--- src/rtl/dac_tx_sched.sv ---
// dac_tx_sched: header transmit scheduler for the DAC path.
// Turns a transmit request into a train of header bursts aligned to a
// free-running period counter, with dac_valid flow control on header beats.
// Optional build macro DAC_TX_SCHED_STATS_EN enables the 32-bit saturating
// stat_hdrs / stat_drops counters; otherwise both are tied to 0.
//
// state  | meaning
// IDLE   | no train; waiting for a request (or continuous mode)
// WAIT   | train active, waiting for the next period tic
// HDR    | header burst in progress, beats advance on dac_valid
// DONE   | train complete, one-cycle done pulse
module dac_tx_sched #(
  parameter int PD_W  = 24,
  parameter int QTY_W = 16,
  parameter int LEN_W = 6
) (
  input  logic             dac_clk,
  input  logic             dac_rstn,
  input  logic             dac_valid,
  input  logic [PD_W-1:0]  cfg_pd_min1,
  input  logic [QTY_W-1:0] cfg_qty_min1,
  input  logic [LEN_W-1:0] cfg_len_min1,
  input  logic             cfg_tx_unsync,
  input  logic             cfg_tx_always,
  input  logic             sync_req,
  input  logic             unsync_req,
  input  logic             abort,
  output logic             pd_tic,
  output logic             hdr_tx,
  output logic             hdr_first,
  output logic             hdr_vld,
  output logic             txing,
  output logic             done,
  output logic             req_drop,
  output logic [31:0]      stat_hdrs,
  output logic [31:0]      stat_drops
);

  typedef enum logic [1:0] {
    S_IDLE = 2'd0,
    S_WAIT = 2'd1,
    S_HDR  = 2'd2,
    S_DONE = 2'd3
  } state_t;

  state_t           state_q, state_nxt;
  logic [PD_W-1:0]  pcnt;
  logic             pd_wrap;
  logic             req, req_d, req_edge_q;
  logic [QTY_W-1:0] hcnt_q, hcnt_nxt, qty_l, qty_nxt;
  logic [LEN_W-1:0] bcnt_q, bcnt_nxt, len_l, len_nxt;
  logic             first_q, first_nxt;
  logic             always_l, always_nxt;
  logic             start, drop, hdr_tx_nxt;

  // >= keeps the counter bounded if the period shrinks while running
  assign pd_wrap = (pcnt >= cfg_pd_min1);
  assign req     = cfg_tx_unsync ? unsync_req : sync_req;
  assign start   = req_edge_q | cfg_tx_always;
  assign drop    = req_edge_q & (state_q != S_IDLE);

  // Free-running period counter and registered wrap tic
  always_ff @(posedge dac_clk or negedge dac_rstn) begin
    if (!dac_rstn) begin
      pcnt   <= '0;
      pd_tic <= 1'b0;
    end else begin
      pcnt   <= pd_wrap ? '0 : pcnt + 1'b1;
      pd_tic <= pd_wrap;
    end
  end

  // Request source delay and registered rising-edge detect
  always_ff @(posedge dac_clk or negedge dac_rstn) begin
    if (!dac_rstn) begin
      req_d      <= 1'b0;
      req_edge_q <= 1'b0;
    end else begin
      req_d      <= req;
      req_edge_q <= req & ~req_d;
    end
  end

  // Next-state and train bookkeeping
  always_comb begin
    state_nxt  = state_q;
    hcnt_nxt   = hcnt_q;
    bcnt_nxt   = bcnt_q;
    first_nxt  = first_q;
    qty_nxt    = qty_l;
    len_nxt    = len_l;
    always_nxt = always_l;
    case (state_q)
      S_IDLE: begin
        if (start) begin
          qty_nxt    = cfg_qty_min1;
          len_nxt    = cfg_len_min1;
          always_nxt = cfg_tx_always;
          hcnt_nxt   = '0;
          bcnt_nxt   = '0;
          first_nxt  = 1'b1;
          state_nxt  = S_WAIT;
        end
      end
      S_WAIT: begin
        if (pd_tic) state_nxt = S_HDR;
      end
      S_HDR: begin
        if (dac_valid) begin
          if (bcnt_q == len_l) begin
            // a continuous train ends as soon as tx_always is seen low
            if (!cfg_tx_always && (always_l || (hcnt_q == qty_l))) begin
              state_nxt = S_DONE;
            end else begin
              hcnt_nxt  = hcnt_q + 1'b1;
              bcnt_nxt  = '0;
              first_nxt = 1'b0;
              state_nxt = S_WAIT;
            end
          end else begin
            bcnt_nxt = bcnt_q + 1'b1;
          end
        end
      end
      S_DONE: state_nxt = S_IDLE;
      default: state_nxt = S_IDLE;
    endcase
    if (abort) state_nxt = S_IDLE;
  end

  assign hdr_tx_nxt = (state_q == S_WAIT) && (state_nxt == S_HDR);

  // State, train registers and outputs decoded from the next state
  always_ff @(posedge dac_clk or negedge dac_rstn) begin
    if (!dac_rstn) begin
      state_q   <= S_IDLE;
      hcnt_q    <= '0;
      bcnt_q    <= '0;
      first_q   <= 1'b0;
      qty_l     <= '0;
      len_l     <= '0;
      always_l  <= 1'b0;
      hdr_tx    <= 1'b0;
      hdr_first <= 1'b0;
      hdr_vld   <= 1'b0;
      txing     <= 1'b0;
      done      <= 1'b0;
      req_drop  <= 1'b0;
    end else begin
      state_q   <= state_nxt;
      hcnt_q    <= hcnt_nxt;
      bcnt_q    <= bcnt_nxt;
      first_q   <= first_nxt;
      qty_l     <= qty_nxt;
      len_l     <= len_nxt;
      always_l  <= always_nxt;
      hdr_tx    <= hdr_tx_nxt;
      hdr_first <= (state_nxt == S_HDR) && first_nxt;
      hdr_vld   <= (state_nxt == S_HDR);
      txing     <= (state_nxt != S_IDLE);
      done      <= (state_nxt == S_DONE);
      req_drop  <= req_drop | drop;
    end
  end

`ifdef DAC_TX_SCHED_STATS_EN
  // Saturating header-start and dropped-request counters
  always_ff @(posedge dac_clk or negedge dac_rstn) begin
    if (!dac_rstn) begin
      stat_hdrs  <= '0;
      stat_drops <= '0;
    end else begin
      if (hdr_tx_nxt && (stat_hdrs != 32'hFFFF_FFFF)) stat_hdrs <= stat_hdrs + 32'd1;
      if (drop && (stat_drops != 32'hFFFF_FFFF)) stat_drops <= stat_drops + 32'd1;
    end
  end
`else
  assign stat_hdrs  = '0;
  assign stat_drops = '0;
`endif

endmodule
--- config.mk ---
export PLATFORM = sky130hd
export DESIGN_NAME = dac_tx_sched
export DESIGN_NICKNAME = d
export VERILOG_FILES = /design/src/rtl/dac_tx_sched.sv
export SDC_FILE = /design/constraint.sdc
export NUM_CORES = 1
export LEC_CHECK = 0
export BUFFER_PORTS_ARGS = -buffer_cell sky130_fd_sc_hd__buf_4
export CORE_MARGIN = 2
export CORE_UTILIZATION = 35
export DETAILED_ROUTE_END_ITERATION = 6
export GPL_ROUTABILITY_DRIVEN = 1
export GPL_TIMING_DRIVEN = 0
export SYNTH_ARGS = -nofsm -noshare
export SYNTH_HDL_FRONTEND = slang
export SYNTH_SLANG_ARGS = --single-unit
--- constraint.sdc ---
create_clock -name dac_clk -period 2.2 [get_ports dac_clk]
set_input_delay 0.44 -clock dac_clk [delete_from_list [all_inputs] [get_ports dac_clk]]
set_output_delay 0.44 -clock dac_clk [all_outputs]
set_load 0.02 [all_outputs]
==> metrics.md, run 1 <==
| Metric | Value |
|---|---|
| Starting Density | 36.0% |
| CTS Sinks | a little over 80 |
| Clock buffer depth | 2 |
| EDFF count, synth | 0 |
| Final Hold Fails | 0 |
| MaxCap Viol Count | 0 |
| Area leader, netlist | dfrtp_1 |
| Pwr dens | 731 mW/mm^2 |
| CP max FO | 5 |
| Post-DRT Antenna Nets | 0 |
| Synth cell count leaders | nand2_1, dfrtp_1, buf_4 |
| Ys flop type | dfrtp_1 |
| Row cnt | 43 |
| Port Buf Inserts | 59 |
| Cell mode on critical path | buf_6 |
| Gr usage total | about 15% |
| Sequential fraction of the synthesis area | between 40% and 50% |
| Largest net degree at the start of global routing | 82 |
| H-tree levels | 3 |
| Largest stage delay, worst path | between 0.4 and 0.5 ns |
| Async SR Flop Fraction | 100% |
| DRC viols | 0 |
| Most numerous cell in the Yosys netlist | nand2_1 |
| Max-slew headroom | between 30 and 40% |
| Final wirelength | ~12000 um |
| Synth warn | 0 |
| Clock Pin Slew Worst Setup and Hold Paths | 0.07 ns |
| Count of final setup violators | 3 |
| Yosys cell types | 52 |
| CTS Buf Count | 9 |
| Mean Syn Cell Area | 8.93 sq um |
| VDD IR max | about 0.46 mV |
| Final Power | 4.83 mW |
| Slew @ Worst Pin | a little over 1 ns |
| Placer Congestion | 0.845 |
| Final period util | 101% |
| Synth Instances | 562 |
| R2r startpoint | bcnt_q[2] |
| Initial antenna violation count | 0 |
| Fin Hold WS | 0.284 ns |
| Placed cell area | just under 0.006 sq mm |
| First-pass GRT wire length | 18700 um |
| Critical path depth | 8 |
| Grt total ovfl | 0 |
| Final instance area | about 0.0066 sq mm |
| Layout net count | between 700 and 800 |
| Number of vias in the routed layout | between 4000 and 5000 |
| DIE AREA | approximately 0.015 sq mm |
| Worst hold path type | in -> async |
| Worst setup SP type | register |
| CP endpoint kind | register |
| Status | finished, violations left |
| Via density | 4.64 |
| Crit path to | hcnt_q[3] |
| Synth top area cells | dfrtp_1, buf_4, nand2_1 |
| RSZ-0062 raised after global routing | true |
| Number of global-route vias before repair | 4091 |
| Die Wd | roughly 120 um |
| Hpwl dp | between 8000 and 9000 um |
| Leakage | approximately 3.5 nW |
| Maximum clock rate | 0.450 GHz |
| Top-area cell type share of the netlist area | about two fifths |
| Clk_skew | 0.0100 ns |
| Worst path required time | about 2.5 ns |
| Avg WL per Cell | roughly 13 um |
| Die height | 124 um |
| WP data arrival | ~2.5 ns |
| Minimum clock period | roughly 2.2 ns |
| Share of layout cells above drive strength 1 | between 20% and 30% |
| CTS tree | done |
| DRT Pass-1 Iters | 4 |
| Iter 0 DRT Violations | roughly 180 |
| Total core area | about 0.014 sq mm |
| Kind of critical path | reg -> reg |
| Ant diodes | 0 |
| Boundary Pins | around 130 |
| Top delay family on crit path | compound AO/OA/AOI/OAI gates |
| Critical path, cell by cell | xnor2_2, nand2_2, o41ai_4, o311ai_4, buf_6, buf_6, or3_1, a21oi_1 |
| Netlist Area Pre-Place | between 0.005 and 0.006 sq mm |
| Fin Setup TNS | -0.0427 ns |
| Crit path from | bcnt_q[2] |
| Synthesis-to-finish area growth | 31.6% |
| FF-to-FF End | hcnt_q[3] |
| Buf/Inv on CP | 2 |
| Clk root buf | clkbuf_16 |
| FF-to-FF path depth | 8 |
| FF-to-FF setup slack | -0.02 ns |
| Register bit total from synthesis | just over 80 |
| Final Slew Violations | 0 |
| Failing checks | negative setup slack |
| Worst path slowest cell | o41ai_4 |
| Later-pin clock latency in the skew report | roughly 0.34 ns |
| Final worst slack | -0.0205 ns |
==> worst register-to-register path: stages, from the launching register on <==
cell	delay [ns]
dfrtp_2	0.44
xnor2_2	0.18
nand2_2	0.10
o41ai_4	0.45
o311ai_4	0.20
buf_6	0.18
buf_6	0.13
or3_1	0.31
a21oi_1	0.13
==> layout make-up <==
type / instances / area (sq um)
buffer: 80 / 584
clock buffer: 10 / 229
clock inverter: 5 / 81.3
fill: 1324 / 7330
inverter: 31 / 116
multi-input combinational: 433 / 2740
sequential: 81 / 2030
tap: 180 / 225
timing repair buffer: 75 / 599
==> metal layers <==
| layer | share of wire [%] | track usage (%) | vias to the layer above |
|---|---|---|---|
| met4 | 1.1 | 4.40 | 0 |
| met3 | 4.4 | 3.21 | 11 |
| met2 | 52 | 27.4 | 89 |
| met5 | 0 | 0 | - |
| li1 | - | - | 2080 |
| met1 | 43 | 18.9 | 1977 |
==> sequential cells by signal (all words and copies together) (netlist names) <==
register    flops
hcnt_q         16
req_drop        1
hdr_vld         1
req_d           1
first_q         1
hdr_tx          1
hdr_first       1
len_l           6
txing           1
always_l        1
state_q         2
pd_tic          1
qty_l          16
bcnt_q          6
pcnt           24
done            1
req_edge_q      1
==> stage by stage <==
stage               std cells  util [%]  setup WS (ns)
CTS                       887      45.8        -0.0180
finish                    895      47.4        -0.0205
floorplan                 625         -         0.0367
global placement          864      42.5         -0.384
detailed placement        864      42.5         -0.433
global route              895      47.4        -0.0931
==> power breakdown <==
group / total [mW] / switching (mW) / internal (mW)
registers: 1.94 / 0.242 / 1.70
logic: 1.30 / 0.718 / 0.582
clock network: 1.58 / 0.593 / 0.988
==> layout by cell type (no fill, tap or decap), types with 3 or more instances in the layout <==
cell type and count:
buf_4 134, nand2_1 95, dfrtp_1 78, conb_1 64
nor2_1 38, inv_1 31, xor2_1 31, ha_1 27
nand3_1 17, a21oi_1 13, nand4_1 13, and3_1 13
xnor2_1 11, clkbuf_16 10, clkbuf_1 8, o21ai_0 7
or3_1 7, buf_6 7, nor3_1 6, and2_1 6
nand2_2 5, o21ai_1 5, or4_4 5, and4_1 4
a21o_1 4, a21oi_2 4, o21ai_2 4, nor2b_1 4
o211ai_1 4, nor4_2 3, nand2b_1 3, o2111ai_1 3
a22o_1 3, dfrtp_2 3
==> cells by family (layout without fill, tap and decap cells) <==
family	Yosys count	in the layout	share of synthesized area [%]
AOI/OAI and AO/OA	70	70	10.0
xor gates and xnor gates	45	45	8.15
adders and majority gates	27	27	6.73
buffers and inverters	111	201	13.2
DFF	81	81	40.4
muxes	2	2	0.449
other	1	64	0.0747
and+or+nand+nor	225	225	21.0
==> what timing repair did <==
item	4_1_cts	5_1_grt
setup buffers	7	6
gates cloned	1	2
endpoints found under the setup margin	43	48
hold buffers	0	0
gates resized for setup	24	45
pin swaps	13	28
==> how the worst min path moves through the flow <==
| stage | from | endpoint | slack [ns] |
|---|---|---|---|
| 6_report | dac_rstn | hcnt_q[15] | 0.28 |
| 5_1_grt | abort | txing | 0.28 |
| 2_1_floorplan | dac_rstn | always_l | 0.14 |
| 3_5_place_dp | req_d | req_edge_q | 0.38 |
| 4_1_cts | abort | txing | 0.28 |
| 3_3_place_gp | req_d | req_edge_q | 0.39 |
(Power assumes the default switching activity.)
==> run 2: changes to the inputs <==
Settings changed: ABC_AREA from default to 1.
Clock period 2.2 ns to 2.75 ns, I/O delays scaled along.
==> run 2 against run 1 <==
Against the previous run: the flow now finishes without violations; critical path depth did not move; utilization shrank 3.6 points; sequential power decreased by 32%; fmax up 1.6%; register-to-register slack improved by 0.58 ns; clock skew decreased by 0.0029 ns; largest power group unchanged.
==> metrics.md, run 2 <==
| Metric | Value |
|---|---|
| Status | finished clean |
| Share of layout cells above drive strength 1 | 19.3% (-8.9 points) |
| Kind of critical path | reg -> reg |
| Boundary Pins | 125 (unchanged) |
| Critical path, cell by cell | ha_1, a21oi_1, o21a_1, o21ai_0, nor3_1, nand4_1, buf_2, nor2_1 |
| Commonest non-fill, non-tap cell in the layout | nand2_1 |
| Final period util | 79.5% (-21 points) |
| CTS tree | done |
| Max reg flops | 24 (unchanged) |
| Number of vias in the routed layout | 4455 (+7.2%) |
| Leakage | 3.55 nW (+2.8%) |
| Iter 0 DRT Violations | 229 (+30%) |
| CTS Sinks | 81 (unchanged) |
| Placer Congestion | 0.854 (+1.1%) |
| Register bit total from synthesis | 81 (unchanged) |
| Slew @ Worst Pin | 1.03 ns (-0.00490 ns) |
| Post-DRT Antenna Nets | 0 (unchanged) |
| Ys flop type | dfrtp_1 |
| Largest reg by FF count | pcnt |
| Die height | 128 um (+3.4%) |
| Starting Density | 35.6% (-0.39 points) |
| Final Core Density | 43.8% (-3.6 points) |
| Clk_skew | 0.00715 ns (-0.00286 ns) |
| Gr usage total | 14.6% (-0.80 points) |
| Clock buffer depth | 2 (unchanged) |
| Largest stage delay, worst path | 0.43 ns (-0.02 ns) |
| Sequential fraction of the synthesis area | 37.7% (-2.7 points) |
| Number of global-route vias before repair | 4029 (-1.5%) |
| EDFF count, synth | 0 (unchanged) |
| WP data arrival | 2.46 ns (about the same) |
| Die Wd | 128 um (+3.4%) |
| Max-slew headroom | 31.5% (+0.33 points) |
| Mean Syn Cell Area | 7.47 sq um (-16%) |
| Synthesis-to-finish area growth | 22.9% |
| Synth cell count leaders | nand2_1, inv_1, dfrtp_1, nor2_1, buf_4 |
| Fin Hold WS | 0.386 ns (+0.101 ns) |
| Via density | 4.26 (-8.3%) |
| Netlist Area Pre-Place | 0.00538 sq mm (+7.1%) |
| Area leader, netlist | dfrtp_1 |
| CP max FO | 10 (+5) |
| Resized cells post-CTS | 0 (-100%) |
| Synth Instances | 720 (+28%) |
| Final Slew Violations | 0 (unchanged) |
| Worst path slowest cell | dfrtp_1 |
| DRC viols | 0 (unchanged) |
| MaxCap Viol Count | 0 (unchanged) |
| Final Hold Fails | 0 (unchanged) |
| First-pass GRT wire length | 18900 um (+1.2%) |
| Largest registers | pcnt (24), hcnt_q (16), qty_l (16) |
| Ant diodes | 0 (unchanged) |
| RSZ-0062 raised after global routing | false |
| Port Buf Inserts | 60 (+1.7%) |
| Pwr dens | 469 mW/mm^2 (-36%) |
| Clk root buf | clkbuf_16 |
| CP endpoint kind | register |
| Row cnt | 45 (+4.7%) |
| Place WS | 0.297 ns (+0.730 ns) |
| Final Power | 3.10 mW (-36%) |
| CTS hold repair buffers | 0 (unchanged) |
| Maximum clock rate | 0.457 GHz (+1.6%) |
| Total core area | 0.0151 sq mm (+8.3%) |
| Final wirelength | 11200 um (-4.5%) |
| DIE AREA | 0.0164 sq mm (+6.9%) |
| Worst hold path type | in -> async |
| Post CTS Setup Buffer Count | 0 (-7) |
| Final worst slack | 0.564 ns (+0.585 ns) |
| Top delay family on crit path | simple AND/OR/NAND/NOR gates |
| Most numerous cell in the Yosys netlist | nand2_1 |
| Worst setup SP type | register |
| H-tree levels | 3 (unchanged) |
| Initial antenna violation count | 0 (unchanged) |
| Minimum clock period | 2.19 ns (-0.0346 ns) |
| Layout net count | 935 (+18%) |
| Count of final setup violators | 0 (-3) |
| Hpwl dp | 8610 um (+1.1%) |
| Largest net degree at the start of global routing | 82 (unchanged) |
| Fin Setup TNS | 0 ns (+0.0427 ns) |
| Worst path required time | 3.02 ns (+0.57 ns) |
| Async SR Flop Fraction | 100% (unchanged) |
| CTS Buf Count | 9 (unchanged) |
| Buf/Inv on CP | 1 (-1) |
| Clock Pin Slew Worst Setup and Hold Paths | 0.05 ns (-0.02 ns) |
| Yosys cell types | 38 (-27%) |
| Grt total ovfl | 0 (unchanged) |
| Top-area cell type share of the netlist area | 37.7% (-2.7 points) |
| VDD IR max | 0.253 mV (-45%) |
| DRT Pass-1 Iters | 4 (unchanged) |
| Synth top area cells | dfrtp_1, nand2_1, buf_4 |
| Synth warn | 0 (unchanged) |
| Later-pin clock latency in the skew report | 0.34 ns (about the same) |
| Avg WL per Cell | 10.7 um (-18%) |
| Most frequent cells in the layout | nand2_1, buf_4, inv_1 |
-- run 2: cell count changes in the layout (fill, tap and decap cells not counted), moves of 8 or more --
| cell | delta |
|---|---|
| and3_1 | -13 |
| nand3_1 | +8 |
| buf_4 | -10 |
| inv_1 | +57 |
| nor3_1 | +10 |
| nor2_1 | +43 |
| nand2_1 | +105 |
| o21ai_0 | +18 |
-- run 2: final cells by class --
class	instances	area, sq um
Clock inverter	3	65.1
Multi-Input combinational cell	533	2690
Clock buffer	12	246
Tap cell	188	235
Sequential cell	81	2030
Timing Repair Buffer	60	450
Inverter	95	357
Fill cell	1598	8480
Buffer	74	541
-- run 2: path summary, 6_finish.rpt --
check / from / endpoint / slack (ns) / cells past startpoint
min in group dac_clk: cfg_len_min1[4] / len_l[4] / 0.41 / 3
min: dac_rstn / pcnt[0] / 0.39 / 1
max in group asynchronous: dac_rstn / hcnt_q[0] / 1.71 / 1
min reg2reg: req_d / req_edge_q / 0.41 / 1
max: pcnt[19] / pcnt[19] / 0.56 / 8
max reg2reg: pcnt[19] / pcnt[19] / 0.56 / 8
-- run 2: worst register-to-register path, cell delays in order, from the launching register on --
cell	delay [ns]
dfrtp_1	0.43
ha_1	0.31
a21oi_1	0.14
o21a_1	0.12
o21ai_0	0.08
nor3_1	0.18
nand4_1	0.41
buf_2	0.35
nor2_1	0.11
-- run 2: power breakdown --
part           switching (mW)  total (mW)  internal (mW)  leakage, nW
Sequential             0.0458        1.31           1.26         1.07
Combinational           0.305       0.521          0.216         2.33
Clock                   0.461        1.28          0.814        0.153
-- run 2: cells by family (layout without fill, tap and decap cells) --
| group | Yosys count | after routing | synth area share, % |
|---|---|---|---|
| compound gates | 50 | 50 | 5.24 |
| xor+xnor | 39 | 39 | 6.35 |
| fa+ha+maj | 27 | 27 | 6.28 |
| buf+inv | 169 | 244 | 16.7 |
| flops | 81 | 81 | 37.7 |
| other cells | 1 | 64 | 0.0697 |
| simple gates | 353 | 353 | 27.7 |
-- run 2: routing by layer --
layer | track usage [%] | part of all wire (%) | vias to the layer above
met4 | 6.40 | 2.3 | 0
met5 | 0 | 0 | -
met2 | 22.4 | 43 | 104
met3 | 2.71 | 5.0 | 17
li1 | - | - | 2372
met1 | 20.3 | 49 | 1962
-- run 2: per-stage QoR --
| step | std cells | instance area, sq um |
|---|---|---|
| final | 1046 | 6610 |
| after CTS | 1046 | 6610 |
| after global placement | 1031 | 6300 |
| after global routing | 1046 | 6610 |
| after detailed placement | 1031 | 6300 |
| after floorplan | 783 | 5610 |
